[src/rtl/bit_deserializer.sv]
// bit_deserializer
//   Assembles a WIDTH-bit word from indexed single-bit beats. Each accepted
//   beat deposits in_bit at position in_index of an internal buffer and bumps
//   a beat counter. The word closes when in_last is seen or the WIDTH-th beat
//   arrives. The word is then presented on out_word/out_count until the
//   consumer takes it.
//
// Ports
//   clk        clock, rising edge
//   rst_n      asynchronous active-low reset
//   in_valid   producer offers a bit beat
//   in_ready   block accepts a beat this cycle (FILL state)
//   in_bit     data bit to deposit
//   in_index   destination bit position (POW bits)
//   in_last    beat closes the word early
//   out_valid  out_word/out_count hold a completed word (HOLD state)
//   out_ready  consumer takes the completed word
//   out_word   assembled word
//   out_count  number of beats accepted for out_word (CW bits)
module bit_deserializer #(
    parameter int WIDTH = 32,
    localparam int POW  = $clog2(WIDTH),
    localparam int CW   = POW + 1
) (
    input  logic             clk,
    input  logic             rst_n,
    input  logic             in_valid,
    output logic             in_ready,
    input  logic             in_bit,
    input  logic [POW-1:0]   in_index,
    input  logic             in_last,
    output logic             out_valid,
    input  logic             out_ready,
    output logic [WIDTH-1:0] out_word,
    output logic [CW-1:0]    out_count
);

    typedef enum logic {FILL, HOLD} state_t;

    state_t           state_q;
    logic [WIDTH-1:0] word_q, word_d;
    logic [CW-1:0]    cnt_q, cnt_d;
    logic [WIDTH-1:0] out_word_q;
    logic [CW-1:0]    out_count_q;
    logic             close;

    // Buffer with the current beat merged in. Indices at or above WIDTH
    // (possible only for non-power-of-two WIDTH) match no bit and leave the
    // buffer untouched, but the beat still counts.
    always_comb begin
        word_d = word_q;
        for (int i = 0; i < WIDTH; i++) begin
            if (in_index == POW'(i)) word_d[i] = in_bit;
        end
        cnt_d = cnt_q + 1'b1;
        close = in_last || (cnt_d == CW'(WIDTH));
    end

    always_ff @(posedge clk or negedge rst_n) begin
        if (!rst_n) begin
            state_q     <= FILL;
            word_q      <= '0;
            cnt_q       <= '0;
            out_word_q  <= '0;
            out_count_q <= '0;
        end else begin
            case (state_q)
                FILL: begin
                    // in_ready is 1 throughout FILL, so in_valid alone accepts
                    if (in_valid) begin
                        if (close) begin
                            state_q     <= HOLD;
                            out_word_q  <= word_d;
                            out_count_q <= cnt_d;
                        end else begin
                            word_q <= word_d;
                            cnt_q  <= cnt_d;
                        end
                    end
                end
                HOLD: begin
                    // Clear on exit so the next word starts from all zeros
                    if (out_ready) begin
                        state_q <= FILL;
                        word_q  <= '0;
                        cnt_q   <= '0;
                    end
                end
                default: state_q <= FILL;
            endcase
        end
    end

    assign in_ready  = (state_q == FILL);
    assign out_valid = (state_q == HOLD);
    assign out_word  = out_word_q;
    assign out_count = out_count_q;

endmodule
[config.mk]
export PLATFORM = sky130hd
export DESIGN_NAME = bit_deserializer
export DESIGN_NICKNAME = d
export VERILOG_FILES = /design/src/rtl/bit_deserializer.sv
export SDC_FILE = /design/constraint.sdc
export NUM_CORES = 1
export LEC_CHECK = 0
export ABC_AREA = 1
export CORE_ASPECT_RATIO = 1.25
export CORE_MARGIN = 4
export CORE_UTILIZATION = 30
export CTS_CLUSTER_DIAMETER = 80
export DETAILED_ROUTE_END_ITERATION = 8
export PLACE_DENSITY = 0.48
export SYNTH_ARGS = -nofsm -noshare
export SYNTH_HDL_FRONTEND = slang
export SYNTH_SLANG_ARGS = --single-unit
[constraint.sdc]
create_clock -name clk -period 3.9 [get_ports clk]
set_input_delay 0.78 -clock clk [delete_from_list [all_inputs] [get_ports clk]]
set_output_delay 0.78 -clock clk [all_outputs]
set_load 0.02 [all_outputs]
==> flow_summary_export.csv <==
group,metric,value,unit
clocking,numCtsBuffers,9,
clocking,clk_pin_slew,60,ps
clocking,htree_levels,3,
grt,grt-ovfl-total,0,
grt,use_met1,0.2105,
clocking,cts.sinks,77,
timing,period_share,0.6005,
worst_hold_path,min_from,"out_count[1]",
timing,final_max_slew_viol_count,0,
clocking,ctsRootBufferMaster,"clkbuf_16",
synth,synthCells,483,
synth,synthAdderAreaFrac,0.003288,
floorplan,initial_utilization,0.3100,
setup_path,cp_max_fo,18,
pwr,powerDensity,440.4,nW/um^2
grt,grt_max_degree,78,
layout,fin_cells,683,
synth,synth_compound_area_frac,0.05163,
drt,wl_per_cell,14.72,um
grt,top_usage_layer,"met2",
setup_path,startpoint_type,"input port",
synth,avgSynthCellArea,7.878,sq um
setup_path,r2r_end,"word_q[3]",
timing,rsz0062_at_grt,"false",
layout,num-fill-cells,1332,
setup_path,r2r-start,"cnt_q[0]",
floorplan,rows,45,
pwr,peakVddDrop,0.0001657,V
setup_path,reg2reg_depth,10,
place,hpwl,6059,um
pwr,p_leak,2.262,nW
synth,syn-cell-area,3805,sq um
drt,totalWireLength,10050,um
layout,syn2layout_area_growth,20.98,%
drt,via_per_inst,4.959,
synth,synthMuxAreaShare,0,
place,routabilityCongestion,0.7519,
layout,post_route_cells_drive_above_1_share,0.04624,
grt,grt_util_met3,0.03467,
drt,via_count,3387,
run_status,run_status,"completed",
floorplan,die_w,108.7,um
drt,drc,0,
clocking,clk_path_buf_depth,2,
timing,hold_violations,0,
place,place_inst,668,
floorplan,core_region_area,12270,sq um
grt,first_global_vias,3469,
timing,slew_headroom,0.3341,
grt,track_usage,0.1495,
setup_path,cp.arrival,2610,ps
synth,yosys_warnings,0,
grt,grt_pass1_wl,17360,um
clocking,cts_tree,"yes",
setup_path,slowest_delay,450,ps
drt,drtAntennaViolNets,0,
timing,worst_slack,1558,ps
setup_path,cp_num_buf_inv,3,
grt,use_met2,0.2216,
timing,fmax,427.0,MHz
worst_hold_path,hold_path_class,"register to register",
setup_path,worst-setup-path-type,"input port to register",
setup_path,rrSetupSlack,1610,ps
worst_hold_path,min_delay_worst_endpoint,"out_count[1]",
floorplan,die_h,133.9,um
synth,yosys.area_share.simple,0.3663,
drt,dr.pass1.iters,5,
worst_hold_path,hold_path_depth,2,
layout,diodes,0,
floorplan,ioPinCount,51,
grt,antenna_found_initial,0,
setup_path,critPathTopFamily,"buffers and inverters",
timing,tns,0,ps
place,port_buffers,50,
floorplan,die_area,14560,sq um
synth,ys_types,24,
setup_path,cpMaxStageDelayCell,"clkdlybuf4s50_1",
synth,synth_seq_cells,77,
synth,synth-xor-area-share,0.002302,
flow_run,maxCapViolations,0,
timing,setup_viol,0,
clocking,clk_latency,330,ps
setup_path,crit_chain,"clkdlybuf4s50_1 > buf_4 > clkinv_1 > nand3_1 > nand2_1 > o21ai_0 > nand3_1 > nand2_1",
setup_path,critPathCaptureType,"register",
clocking,postCtsSetupRepairBufs,0,
synth,syn-num-nets,495,
timing,worst_pin_slew,998.8,ps
synth,yosysSeqAreaShare,0.5064,
synth,synth_top_family_by_area,"simple AND/OR/NAND/NOR gates",
clocking,cts.hold.buffers_added,0,
clocking,ctsResizeCount,0,
layout,nNetsFinal,527,
place,pre_cts_slack,1224,ps
drt,initialDrtViolationCount,286,
timing,period_needed,2342,ps
setup_path,required,4170,ps
timing,clock_skew,3.232,ps
[cell families (layout without fill, tap and decap cells)]
group	Yosys count	count (layout)
xor+xnor	1	1
buf+inv	50	86
simple gates	316	316
compound gates	38	38
fa+ha+maj	1	1
flops	77	77
[area by class of cell]
cell class	instances	area, sq um	area share
clock inverters	2	10.01	0.002175
multi-input cells	356	1619	0.3517
repair buffers	54	528.0	0.1147
well taps	164	205.2	0.04458
clock buffers	13	250.2	0.05436
flip-flops and latches	77	1927	0.4186
inverters	17	63.81	0.01386
[metal layers]
metal / wire (um) / vias to the layer above / share of wire
li1: - / 1667 / -
met1: 4675 / 1609 / 0.47
met2: 4658 / 95 / 0.46
met3: 541 / 16 / 0.054
met4: 176 / 0 / 0.018
met5: 0 / - / 0
[cells in the mapped netlist, drive strengths merged]
cell type | n | share of area
buf | 22 | 0.042
clkinv | 1 | 0.00099
xnor2 | 1 | 0.0023
dfrtp | 77 | 0.51
ha | 1 | 0.0033
nand2 | 159 | 0.16
nand4 | 2 | 0.0033
a31oi | 2 | 0.0033
a21oi | 2 | 0.0026
clkbuf | 11 | 0.011
nand3 | 144 | 0.19
nor2 | 11 | 0.011
o21ai | 34 | 0.046
inv | 16 | 0.016
[state kept, by name, summed over array words and instances (netlist names)]
name,count
cnt_q,6
word_q,32
out_count,6
out_word,32
out_valid,1
[power breakdown]
group          switching (W)  internal [W]  leakage (nW)  total (W)
Combinational       0.000231      0.000133          1.07   0.000364
Clock               0.000307      0.000443         0.129   0.000750
Sequential         0.0000494      0.000863          1.06   0.000913
[cell usage in the layout (no fill, tap or decap), types with 3 or more instances in the layout]
cell type	instances
dfrtp_1	77
clkbuf_16	9
clkbuf_1	3
inv_1	15
nand3_1	143
nand2_1	156
nor2_1	10
buf_4	5
clkdlybuf4s50_1	49
o21ai_0	31
[worst min-delay path, stage by stage (launching register included)]
cell and delay [ps]:
dfrtp_1 340, nand2_1 50, nand2_1 40
[how the worst max path moves through the flow]
stage / start / endpoint / slack (ps) / depth (start not counted)
floorplan: in_index[4] / out_word[20] / 2130 / 6
global placement: in_index[3] / out_word[25] / 1220 / 7
detailed placement: in_index[4] / out_word[13] / 1220 / 7
CTS: cnt_q[0] / word_q[1] / 1550 / 10
global route: cnt_q[0] / word_q[1] / 1260 / 10
finish: in_index[4] / out_word[13] / 1560 / 8
[per-stage QoR]
step / instance area (sq um) / utilization / power, W / hold slack (ps)
floorplan: 3805 / - / 0.001144 / 469.0
global placement: 4343 / 0.3538 / 0.001293 / 455.6
detailed placement: 4343 / 0.3538 / 0.001298 / 458.3
CTS: 4603 / 0.3750 / 0.002067 / 472.7
global route: 4603 / 0.3750 / 0.002150 / 494.8
finish: 4603 / 0.3750 / 0.002027 / 465.2
No activity file was read; power rests on OpenSTA's default activity.
